**config.mk**
```make
export PLATFORM = sky130hd
export DESIGN_NAME = fetch_ctrl
export DESIGN_NICKNAME = d
export VERILOG_FILES = /design/src/rtl/fetch_ctrl.sv
export SDC_FILE = /design/constraint.sdc
export NUM_CORES = 1
export LEC_CHECK = 0
export CORE_AREA = 2 2 78 80
export CTS_CLUSTER_DIAMETER = 30
export DETAILED_ROUTE_END_ITERATION = 7
export DIE_AREA = 0 0 80 82
export GPL_TIMING_DRIVEN = 0
export PLACE_DENSITY = 0.72
export SLEW_MARGIN = 5
export SYNTH_ARGS = -nofsm -noshare
export SYNTH_HDL_FRONTEND = slang
export SYNTH_SLANG_ARGS = --single-unit
```
**constraint.sdc**
```tcl
create_clock -name clk -period 2.35 [get_ports clk]
set_input_delay 0.47 -clock clk [delete_from_list [all_inputs] [get_ports clk]]
set_output_delay 0.47 -clock clk [all_outputs]
set_load 0.005 [all_outputs]
```
**src/rtl/fetch_ctrl.sv**
```systemverilog
// Fetch controller for a dual-issue front end: sequences the pair of PCs
// through reset, normal fetch, back-pressure stalls and post-redirect
// bubbles. Redirect outputs are Mealy so the PCs load the target on the
// same edge the branch resolves.
module fetch_ctrl #(
    parameter int FLUSH_CYCLES = 1
) (
    input  logic        clk,
    input  logic        rst_n,
    input  logic        stall_req,
    input  logic        br_valid_1,
    input  logic        br_taken_1,
    input  logic [31:0] br_target_1,
    input  logic        br_valid_2,
    input  logic        br_taken_2,
    input  logic [31:0] br_target_2,
    output logic        pc_hold_1,
    output logic        pc_hold_2,
    output logic        pc_sel_1,
    output logic        pc_sel_2,
    output logic        read_en_1,
    output logic        read_en_2,
    output logic [31:0] jump_target,
    output logic        fetch_valid,
    output logic        flush,
    output logic [15:0] redirect_count
);

    typedef enum logic [1:0] {
        INIT  = 2'd0,
        RUN   = 2'd1,
        STALL = 2'd2,
        FLUSH = 2'd3
    } state_t;

    localparam logic [2:0] FLUSH_LOAD = 3'(FLUSH_CYCLES);

    state_t      state_q, state_d;
    logic [2:0]  cnt_q, cnt_d;
    logic [15:0] rcnt_q, rcnt_d;

    logic        lane1_tk, lane2_tk, redir;
    logic        pc_hold, pc_sel, read_en;

    // Redirect detection, next-state and Mealy output decode.
    always_comb begin
        lane1_tk    = br_valid_1 & br_taken_1;
        lane2_tk    = br_valid_2 & br_taken_2;
        // Branch resolution is meaningless before the first real fetch.
        redir       = (state_q != INIT) & (lane1_tk | lane2_tk);

        state_d     = state_q;
        cnt_d       = cnt_q;
        rcnt_d      = rcnt_q;
        pc_hold     = 1'b1;
        pc_sel      = 1'b0;
        read_en     = 1'b0;
        fetch_valid = 1'b0;
        flush       = 1'b0;
        jump_target = 32'h0;

        case (state_q)
            INIT: begin
                state_d = RUN;
            end
            RUN, STALL: begin
                read_en     = 1'b1;
                fetch_valid = 1'b1;
                pc_hold     = stall_req;
                state_d     = stall_req ? STALL : RUN;
            end
            FLUSH: begin
                // Bubbles keep fetching sequentially; stall_req is not
                // honoured until the last bubble.
                read_en = 1'b0 | 1'b1;
                pc_hold = 1'b0;
                if (cnt_q <= 3'd1) begin
                    cnt_d   = 3'd0;
                    state_d = stall_req ? STALL : RUN;
                end else begin
                    cnt_d   = cnt_q - 3'd1;
                end
            end
            default: state_d = INIT;
        endcase

        // A taken branch beats stall and restarts the bubble window.
        if (redir) begin
            pc_sel      = 1'b1;
            pc_hold     = 1'b0;
            flush       = 1'b1;
            read_en     = 1'b1;
            jump_target = lane1_tk ? {br_target_1[31:2], 2'b00}
                                   : {br_target_2[31:2], 2'b00};
            rcnt_d      = (rcnt_q == 16'hFFFF) ? rcnt_q : rcnt_q + 16'd1;
            if (FLUSH_CYCLES == 0) begin
                cnt_d   = 3'd0;
                state_d = stall_req ? STALL : RUN;
            end else begin
                cnt_d   = FLUSH_LOAD;
                state_d = FLUSH;
            end
        end
    end

    // State, bubble counter and redirect counter registers.
    always_ff @(posedge clk or negedge rst_n) begin
        if (!rst_n) begin
            state_q <= INIT;
            cnt_q   <= 3'd0;
            rcnt_q  <= 16'd0;
        end else begin
            state_q <= state_d;
            cnt_q   <= cnt_d;
            rcnt_q  <= rcnt_d;
        end
    end

    // Both lanes share one PC policy.
    assign pc_hold_1      = pc_hold;
    assign pc_hold_2      = pc_hold;
    assign pc_sel_1       = pc_sel;
    assign pc_sel_2       = pc_sel;
    assign read_en_1      = read_en;
    assign read_en_2      = read_en;
    assign redirect_count = rcnt_q;

endmodule

```
==> results of run 1 <==
==> cells in the final DEF, fill, tap and decap left out, drive strengths merged, types with 7 or more instances in the layout <==
cell           count
clkdlybuf4s15      7
xor2               9
nand2             69
a21oi             35
buf               16
dlygate4sd2       17
clkbuf            20
inv                7
clkdlybuf4s50     85
dfrtp             21
==> power by group <==
| group | leakage (nW) | switching (mW) | internal [mW] |
|---|---|---|---|
| sequential | 0.264 | 0.114 | 0.455 |
| combinational | 1.22 | 0.464 | 0.636 |
| clock | 0.0228 | 0.118 | 0.121 |
==> metrics by stage <==
step | setup WS, ns | total power [mW] | cell area [um^2]
2_1_floorplan | 0.571 | 1.06 | 1680
3_3_place_gp | -0.584 | 1.62 | 2980
3_5_place_dp | -0.577 | 1.64 | 2980
4_1_cts | -0.122 | 1.89 | 3070
5_1_grt | -0.0737 | 2.06 | 3090
6_report | -0.00855 | 1.91 | 3090
==> sequential cells by signal (all words and copies together) (netlist names) <==
register        cells
state_q             2
redirect_count     16
cnt_q               3
==> worst paths after layout <==
check | from | to | slack [ns] | cells after the start
min in group asynchronous | rst_n | redirect_count[11]$_DFFE_PN0P_ | 0.72 | 1
min reg2reg | redirect_count[0]$_DFFE_PN0P_ | redirect_count[0]$_DFFE_PN0P_ | 0.52 | 1
min | redirect_count[0]$_DFFE_PN0P_ | redirect_count[0]$_DFFE_PN0P_ | 0.52 | 1
max | br_valid_2 | pc_sel_2 | -0.009 | 6
max reg2reg | state_q[0]$_DFFE_PN0P_ | redirect_count[1]$_DFFE_PN0P_ | 0.65 | 7
max in group asynchronous | rst_n | state_q[1]$_DFFE_PN0P_ | 1.06 | 1
==> kinds of logic after synthesis <==
kind of cell,Yosys count
AO/OA/AOI/OAI,54
XOR/XNOR,10
adder cells (fa/ha/maj),6
buffers and inverters,22
flip-flops,21
multiplexers,1
other,1
AND/OR/NAND/NOR,99
==> synthesized netlist by cell type, drive strengths merged (4+ instances only) <==
cell    number  share of area
buf          7          0.030
xor2         9          0.047
o21ai        6          0.018
and3         5          0.020
nor3         6          0.024
inv          7          0.016
nand2       69           0.16
a31oi        4          0.015
a21oi       35           0.10
dfrtp       21           0.31
clkbuf       8          0.018
ha           6          0.045
nor2         5          0.021
==> layout make-up <==
class	count	area [um^2]
Clock buffer	4	45.0
Multi-Input combinational cell	172	1080
Inverter	7	31.3
Fill cell	543	2660
Buffer	15	111
Sequential cell	21	526
Tap cell	75	93.8
Timing Repair Buffer	128	1200
==> timing repair <==
item / CTS / global route
resized for setup: 55 / 30
pin swaps: 2 / 2
endpoints found under the setup margin: 35 / 16
endpoints found under the hold margin: 0 / 0
setup buffers: 3 / 5
gates cloned: 0 / 0
==> layer usage <==
metal  global-route usage  up-vias
li1                     -      993
met1                0.189      900
met2                0.264       91
met3               0.0352        5
met4               0.0542        0
met5                    0        -
==> results.sh, run 1 <==
export IMPL_worst_pin_slew_ns=0.925
export IMPL_cts_made_buffers=3
export IMPL_syn2layout_area_growth_pct=84.1
export IMPL_routed_wl_um=5280
export IMPL_synth_async_sr_flop_share=1.00
export IMPL_crit_required_ns=1.88
export IMPL_syn_area_um2=1680
export IMPL_clk_latency_ns=0.26
export IMPL_synth_flop_cell="dfrtp_1"
export IMPL_synth_area_mux_share=0.00894
export IMPL_dp_final_hpwl_um=4220
export IMPL_n_antenna_cell=0
export IMPL_max_stage_delay_ns=0.50
export IMPL_synth_adder_area_share=0.0447
export IMPL_max_clock_freq_ghz=0.424
export IMPL_routedWlPerCell_um=12.5
export IMPL_hold_buffers=0
export IMPL_cts_max_level=1
export IMPL_pwr_density_cell_nw_per_um2=617
export IMPL_period_minus_slack_ns=2.36
export IMPL_place_congestion=0.755
export IMPL_synthXorXnorAreaFrac=0.0522
export IMPL_vias=1989
export IMPL_io_buffers=120
export IMPL_wl_met1_um=2080
export IMPL_fin_hold_ws_ns=0.520
export IMPL_die_w_um=80
export IMPL_cp_arrival_ns=1.89
export IMPL_io_pins=127
export IMPL_path_delay_family="buffers and inverters"
export IMPL_yosys_warnings=0
export IMPL_start_util=0.292
export IMPL_antenna_left=0
export IMPL_slew_violations=0
export IMPL_synthSimpleGateAreaFrac=0.322
export IMPL_worstPathCellList="clkdlybuf4s50_1 > a22o_4 > nand2_8 > inv_6 > buf_4 > clkdlybuf4s50_1"
export IMPL_clk_pin_slew_ns=0.07
export IMPL_cp_num_buf_inv=4
export IMPL_syn_inst=214
export IMPL_ys_seq_elements=21
export IMPL_relSlewSlack=0.381
export IMPL_synth_top_family_by_area="simple AND/OR/NAND/NOR gates"
export IMPL_row_count=28
export IMPL_ir_drop_v=0.000333
export IMPL_dp_cells=410
export IMPL_fp_dieArea_um2=6560
export IMPL_layoutNonFillerInstCount=422
export IMPL_setup_ws_ns=-0.00855
export IMPL_cts_buffer_depth=2
export IMPL_top_layer_used="met4"
export IMPL_synth_edf_count=0
export IMPL_synth_compound_area_frac=0.194
export IMPL_drt_iter0_markers=72
export IMPL_hold_viol=0
export IMPL_route_met3_wl_um=437
export IMPL_drc=0
export IMPL_wl_met2_um=2670
export IMPL_p_leak_nw=1.50
export IMPL_cts_tree="done"
export IMPL_synth_seq_area_share=0.313
export IMPL_outcome="finished, violations left"
export IMPL_grt_ovfl_total=0
export IMPL_ys_types=43
export IMPL_clock_skew_ns=0.00279
export IMPL_setup_tns_ns=-0.0128
export IMPL_min_path_type="register to register"
export IMPL_grt_max_degree=22
export IMPL_grt_pass1_wl_um=8110
export IMPL_antenna_found_initial=0
export IMPL_syn_avg_cell_area_um2=7.85
export IMPL_drt_vias_per_instance=4.71
export IMPL_violations="setup timing"
export IMPL_cts_sinks=21
export IMPL_finalCritPeriodShare=1.00
export IMPL_slowest_stage="clkdlybuf4s50_1"
export IMPL_setup_violations=2
export IMPL_grt_total_usage=0.154
export IMPL_drv_cap=0
export IMPL_final_nets=425
export IMPL_root_buffer="clkbuf_8"
export IMPL_fin_util=0.538
export IMPL_grt_pass1_vias=1768
export IMPL_dr_pass1_iters=4
export IMPL_fp_dieH_um=82
export IMPL_core_um2=5750
export IMPL_worst_setup_path_type="primary input to primary output"
export IMPL_drive_gt1_frac=0.164
export IMPL_cp_max_fo=9
export IMPL_rsz0062_at_grt="yes"
export IMPL_cpMostUsedCell="clkdlybuf4s50_1"
export IMPL_setup_worst_path_end_class="primary output"
export IMPL_startpoint_type="primary input"
(Power assumes the default switching activity.)
==> run 2, diff against run 1 <==
--- a/config.mk
+++ b/config.mk
@@ -9,8 +9,10 @@
 export CTS_CLUSTER_DIAMETER = 30
 export DETAILED_ROUTE_END_ITERATION = 7
 export DIE_AREA = 0 0 80 82
+export GPL_ROUTABILITY_DRIVEN = 0
 export GPL_TIMING_DRIVEN = 0
 export PLACE_DENSITY = 0.72
+export SETUP_SLACK_MARGIN = 0.4
 export SLEW_MARGIN = 5
 export SYNTH_ARGS = -nofsm -noshare
 export SYNTH_HDL_FRONTEND = slang
==> run 2 against run 1 <==
  * The run now ends clean
  * Sequential share of layout area down 1.2 points
  * Combinational power increased by 25%
  * Die area unchanged
  * Via count rose by 2.9%
  * Largest cell class unchanged
  * Setup slack improved by 0.31 ns
  * Highest routed layer unchanged
  * Largest power group unchanged
  * Final area is 7.9% higher
==> results.sh, run 2 (same netlist as run 1, synthesis figures left out) <==
export IMPL_outcome="finished, final reports clean"
export IMPL_root_buffer="clkbuf_8"
export IMPL_p_leak_nw=1.56
export IMPL_dp_cells=410
export IMPL_cts_made_buffers=3
export IMPL_final_area_um2=3330
export IMPL_cts_max_level=1
export IMPL_startpoint_type="primary input"
export IMPL_fp_dieH_um=82
export IMPL_worst_setup_path_type="primary input to primary output"
export IMPL_antenna_left=0
export IMPL_ir_drop_v=0.000376
export IMPL_clock_skew_ns=0.00231
export IMPL_hold_viol=0
export IMPL_period_minus_slack_ns=2.05
export IMPL_max_clock_freq_ghz=0.488
export IMPL_cts_sinks=21
export IMPL_core_um2=5750
export IMPL_final_nets=435
export IMPL_largest_reg_flops=16
export IMPL_pwr_density_cell_nw_per_um2=658
export IMPL_top_layer_used="met4"
export IMPL_worstPathCellList="dlygate4sd2_1 > a22o_4 > nand2_8 > buf_12 > clkinv_8 > buf_4 > clkdlybuf4s15_1"
export IMPL_relSlewSlack=0.374
export IMPL_routedWlPerCell_um=13.5
export IMPL_power_mw=2.19
export IMPL_fin_hold_ws_ns=0.519
export IMPL_cp_arrival_ns=1.58
export IMPL_clk_pin_slew_ns=0.07
export IMPL_worst_pin_slew_ns=0.937
export IMPL_layoutNonFillerInstCount=432
export IMPL_vias=2047
export IMPL_io_buffers=120
export IMPL_wl_met2_um=2990
export IMPL_row_count=28
export IMPL_slew_violations=0
export IMPL_grt_max_degree=22
export IMPL_grt_total_usage=0.164
export IMPL_hold_buffers=0
export IMPL_wl_met1_um=2300
export IMPL_finalCritPeriodShare=0.872
export IMPL_mostFrequentLayoutCells="clkdlybuf4s50_1 (78), nand2_1 (68), buf_2 (29), a21oi_2 (28), dfrtp_1 (21)"
export IMPL_dr_pass1_iters=4
export IMPL_drive_gt1_frac=0.353
export IMPL_syn2layout_area_growth_pct=98.6
export IMPL_grt_pass1_wl_um=8670
export IMPL_cts_tree="done"
export IMPL_slowest_stage="a22o_4"
export IMPL_grt_pass1_vias=1871
export IMPL_fp_dieArea_um2=6560
export IMPL_die_w_um=80
export IMPL_final_common_cell="clkdlybuf4s50_1"
export IMPL_dp_final_hpwl_um=4220
export IMPL_max_stage_delay_ns=0.25
export IMPL_setup_violations=0
export IMPL_start_util=0.292
export IMPL_n_antenna_cell=0
export IMPL_io_pins=127
export IMPL_route_met3_wl_um=409
export IMPL_antenna_found_initial=0
export IMPL_drt_iter0_markers=102
export IMPL_drc=0
export IMPL_place_area_um2=2980
export IMPL_routed_wl_um=5810
export IMPL_setup_worst_path_end_class="primary output"
export IMPL_grt_ovfl_total=0
export IMPL_cp_max_fo=7
export IMPL_drt_vias_per_instance=4.74
export IMPL_cts_buffer_depth=2
export IMPL_crit_required_ns=1.88
export IMPL_clk_latency_ns=0.26
export IMPL_min_path_type="register to register"
export IMPL_drv_cap=0
export IMPL_rsz0062_at_grt="yes"
run 2: cell count changes in the layout (fill, tap and decap cells not counted), moves of 5 or more:
| cell | change |
|---|---|
| a21oi_1 | -28 |
| a21oi_2 | +27 |
| buf_2 | +29 |
| buf_6 | +6 |
| clkbuf_2 | -6 |
| clkdlybuf4s15_1 | -5 |
| clkdlybuf4s50_1 | -7 |
| dlygate4sd2_1 | -13 |
run 2: through the flow:
step                      TNS [ns]  setup slack [ns]  utilization
final                            0             0.302        0.580
after global routing             0             0.248        0.580
after CTS                        0             0.312        0.554
after detailed placement    -16.96            -0.577        0.518
after global placement      -16.97            -0.584        0.518
after floorplan                  0             0.571            -
run 2: worst max-delay path: cells and delay by family:
family,cells,cell delay (ns)
AOI/OAI and AO/OA,1,0.25
and+or+nand+nor,1,0.11
buffers and inverters,5,0.74
run 2: worst paths after layout:
| path | startpoint | to | slack [ns] | cells after the start |
|---|---|---|---|---|
| hold / removal | redirect_count[0]$_DFFE_PN0P_ | redirect_count[0]$_DFFE_PN0P_ | 0.52 | 1 |
| hold reg to reg | redirect_count[0]$_DFFE_PN0P_ | redirect_count[0]$_DFFE_PN0P_ | 0.52 | 1 |
| max in group asynchronous | rst_n | state_q[1]$_DFFE_PN0P_ | 1.05 | 1 |
| min in group asynchronous | rst_n | redirect_count[11]$_DFFE_PN0P_ | 0.73 | 1 |
| setup / recovery | br_valid_2 | pc_sel_1 | 0.30 | 7 |
| setup reg to reg | state_q[0]$_DFFE_PN0P_ | redirect_count[1]$_DFFE_PN0P_ | 0.50 | 9 |
run 2: area by class of cell:
cell class | count | area (um^2)
Sequential cell | 21 | 526
Clock buffer | 4 | 45.0
Timing Repair Buffer | 138 | 1240
Tap cell | 75 | 93.8
Inverter | 7 | 43.8
Multi-Input combinational cell | 172 | 1230
Buffer | 15 | 158
Fill cell | 529 | 2410
run 2: where the power goes:
group          leakage, nW  internal, mW  switching, mW  total (mW)
logic                 1.27         0.799          0.584        1.38
clock network       0.0228         0.121          0.118       0.239
registers            0.264         0.455          0.116       0.571
run 2: routing by layer:
layer | GRT usage | up-vias
met4 | 0.0508 | 0
met2 | 0.296 | 99
met3 | 0.0341 | 7
met1 | 0.195 | 934
met5 | 0 | -
li1 | - | 1007
run 2: repair_timing:
item,CTS,global route
gates cloned,2,1
buffers inserted,9,6
pin swaps,4,4
endpoints found under the setup margin,38,35
resized for setup,200,25
==> run 3, diff against run 2 <==
--- a/config.mk
+++ b/config.mk
@@ -5,13 +5,13 @@
 export SDC_FILE = /design/constraint.sdc
 export NUM_CORES = 1
 export LEC_CHECK = 0
-export CORE_AREA = 2 2 78 80
+export CORE_AREA = 2 2 71 73
 export CTS_CLUSTER_DIAMETER = 30
 export DETAILED_ROUTE_END_ITERATION = 7
-export DIE_AREA = 0 0 80 82
+export DIE_AREA = 0 0 73 75
 export GPL_ROUTABILITY_DRIVEN = 0
 export GPL_TIMING_DRIVEN = 0
-export PLACE_DENSITY = 0.72
+export PLACE_DENSITY = 0.85
 export SETUP_SLACK_MARGIN = 0.4
 export SLEW_MARGIN = 5
 export SYNTH_ARGS = -nofsm -noshare
==> run 3 against run 2 <==
  * The flow now finishes with violations (DRC)
  * Highest routed layer unchanged
  * Final area fell by 3.5%
  * Critical endpoint is now jump_target[19]
  * Combinational power fell by 6%
  * Critical path depth did not move
  * Sequential power barely moved
  * Count of clock-buffer cells in the layout did not move
  * Clock skew rose by 0.0068 ns
==> results.sh, run 3 (same netlist as run 1, synthesis figures left out) <==
export IMPL_outcome="finished, violations left"
export IMPL_violations="DRC"
export IMPL_grt_pass1_wl_um=8710
export IMPL_r2r_start="state_q[1]$_DFFE_PN0P_"
export IMPL_p_comb_frac=0.618
export IMPL_max_stage_delay_ns=0.39
export IMPL_grt_max_degree=22
export IMPL_largest_reg_flops=16
export IMPL_min_from="cnt_q[2]$_DFFE_PN0P_"
export IMPL_cts_tree="done"
export IMPL_period_minus_slack_ns=1.95
export IMPL_n_antenna_cell=0
export IMPL_start_util=0.360
export IMPL_path_delay_family="buffers and inverters"
export IMPL_clk_pin_slew_ns=0.07
export IMPL_drv_cap=0
export IMPL_power_mw=2.11
export IMPL_routedWlPerCell_um=14.5
export IMPL_rsz0062_at_grt="yes"
export IMPL_setup_tns_ns=0
export IMPL_setup_ws_ns=0.399
export IMPL_p_seq_frac=0.271
export IMPL_grt_ovfl_total=0
export IMPL_antenna_found_initial=0
export IMPL_mostFrequentLayoutCells="clkdlybuf4s50_1 (78), nand2_1 (68), buf_2 (30), a21oi_2 (24), dfrtp_1 (21)"
export IMPL_ir_drop_v=0.000316
export IMPL_place_ws_ns=-0.540
export IMPL_vias=2029
export IMPL_dp_final_hpwl_um=4400
export IMPL_pwr_density_cell_nw_per_um2=655
export IMPL_hold_depth=1
export IMPL_setup_violations=0
export IMPL_worst_r2r_path_depth=6
export IMPL_worst_setup_path_type="register to primary output"
export IMPL_row_count=25
export IMPL_p_leak_nw=1.52
export IMPL_r2r_setup_slack_ns=0.68
export IMPL_cp_max_fo=5
export IMPL_max_clock_freq_ghz=0.513
export IMPL_final_common_cell="clkdlybuf4s50_1"
export IMPL_worst_pin_slew_ns=0.980
export IMPL_finalCritPeriodShare=0.830
export IMPL_cts_made_buffers=3
export IMPL_grt_total_usage=0.201
export IMPL_slowest_stage="dfrtp_1"
export IMPL_p_switching_mw=0.791
export IMPL_cts_sinks=21
export IMPL_drt_vias_per_instance=5.00
export IMPL_relSlewSlack=0.345
export IMPL_p_sw_frac=0.375
export IMPL_die_w_um=73
export IMPL_min_path_type="register to register"
export IMPL_slew_violations=0
export IMPL_hold_viol=0
export IMPL_crit_required_ns=1.88
export IMPL_n_fill_cell=351
export IMPL_final_nets=430
export IMPL_r2r_end="redirect_count[12]$_DFFE_PN0P_"
export IMPL_fin_util=0.691
export IMPL_setup_worst_path_end_class="primary output"
export IMPL_p_clk_frac=0.111
export IMPL_routed_wl_um=5890
export IMPL_p_int_mw=1.32
export IMPL_cts_max_level=1
export IMPL_cp_arrival_ns=1.48
export IMPL_min_to="cnt_q[2]$_DFFE_PN0P_"
export IMPL_core_um2=4660
export IMPL_worstPathCellList="inv_2 > ha_4 > inv_8 > nand2_8 > clkbuf_16 > a21oi_2 > buf_2"
export IMPL_drc=2
export IMPL_root_buffer="clkbuf_8"
export IMPL_fin_hold_ws_ns=0.519
export IMPL_dr_pass1_iters=6
export IMPL_clock_skew_ns=0.00907
export IMPL_io_pins=127
export IMPL_antenna_left=0
export IMPL_cts_buffer_depth=2
export IMPL_startpoint_type="register"
export IMPL_drive_gt1_frac=0.335
export IMPL_cp_num_buf_inv=4
export IMPL_fp_dieH_um=75
export IMPL_io_buffers=120
export IMPL_grt_pass1_vias=1890
export IMPL_drt_iter0_markers=151
export IMPL_hold_buffers=0
export IMPL_clk_latency_ns=0.26
export IMPL_syn2layout_area_growth_pct=91.7
export IMPL_fp_dieArea_um2=5480
## run 3: cell count changes in the layout (fill, tap and decap cells not counted), sizes merged
cell and change:
buf -4, clkbuf -2, clkdlybuf4s15 -1, clkinv -1, dlygate4sd2 +2, dlymetal6s2s -1, inv +1, nand2 +1
## run 3: worst max path at each step
stage,endpoint,start,depth (start not counted),slack [ns]
after global placement,jump_target[8],br_valid_1,6,-0.52
after detailed placement,jump_target[8],br_valid_1,6,-0.54
final,jump_target[19],state_q[1]$_DFFE_PN0P_,7,0.40
after global routing,jump_target[18],state_q[1]$_DFFE_PN0P_,7,0.35
after CTS,jump_target[8],state_q[1]$_DFFE_PN0P_,7,0.32
after floorplan,pc_hold_2,br_valid_1,5,0.57
## run 3: stage by stage
step	cell area (um^2)	instances
final	3220	406
after global placement	2950	389
after floorplan	1680	215
after detailed placement	2950	389
after CTS	3120	404
after global routing	3220	406
## run 3: routing by layer
layer | GRT usage | share of wire | vias up | wire (um)
met5 | 0 | 0 | - | 0
met4 | 0.0761 | 0.019 | 0 | 110
met3 | 0.0348 | 0.046 | 10 | 272
met2 | 0.339 | 0.54 | 83 | 3160
met1 | 0.257 | 0.40 | 932 | 2350
li1 | - | - | 1004 | -
## run 3: power by group through the flow
stage	logic, mW	registers [mW]	clock network (mW)
final	1.30	0.571	0.235
after global routing	1.41	0.588	0.257
after CTS	1.18	0.570	0.241
after detailed placement	1.06	0.576	0
after global placement	1.03	0.571	0
after floorplan	0.507	0.557	0
## run 3: layout make-up
class | count | area, um^2 | area share
Sequential cell | 21 | 526 | 0.163
Clock buffer | 4 | 45.0 | 0.0140
Inverter | 7 | 41.3 | 0.0128
Tap cell | 54 | 67.6 | 0.0210
Buffer | 15 | 173 | 0.0536
Multi-Input combinational cell | 173 | 1230 | 0.381
Timing Repair Buffer | 132 | 1140 | 0.354
## run 3: timing repair
action | in CTS | in global routing
resized for setup | 187 | 33
setup endpoints to repair | 38 | 34
endpoints found under the hold margin | 0 | 0
gates cloned | 3 | 0
pin swaps | 3 | 4
buffers inserted | 8 | 2
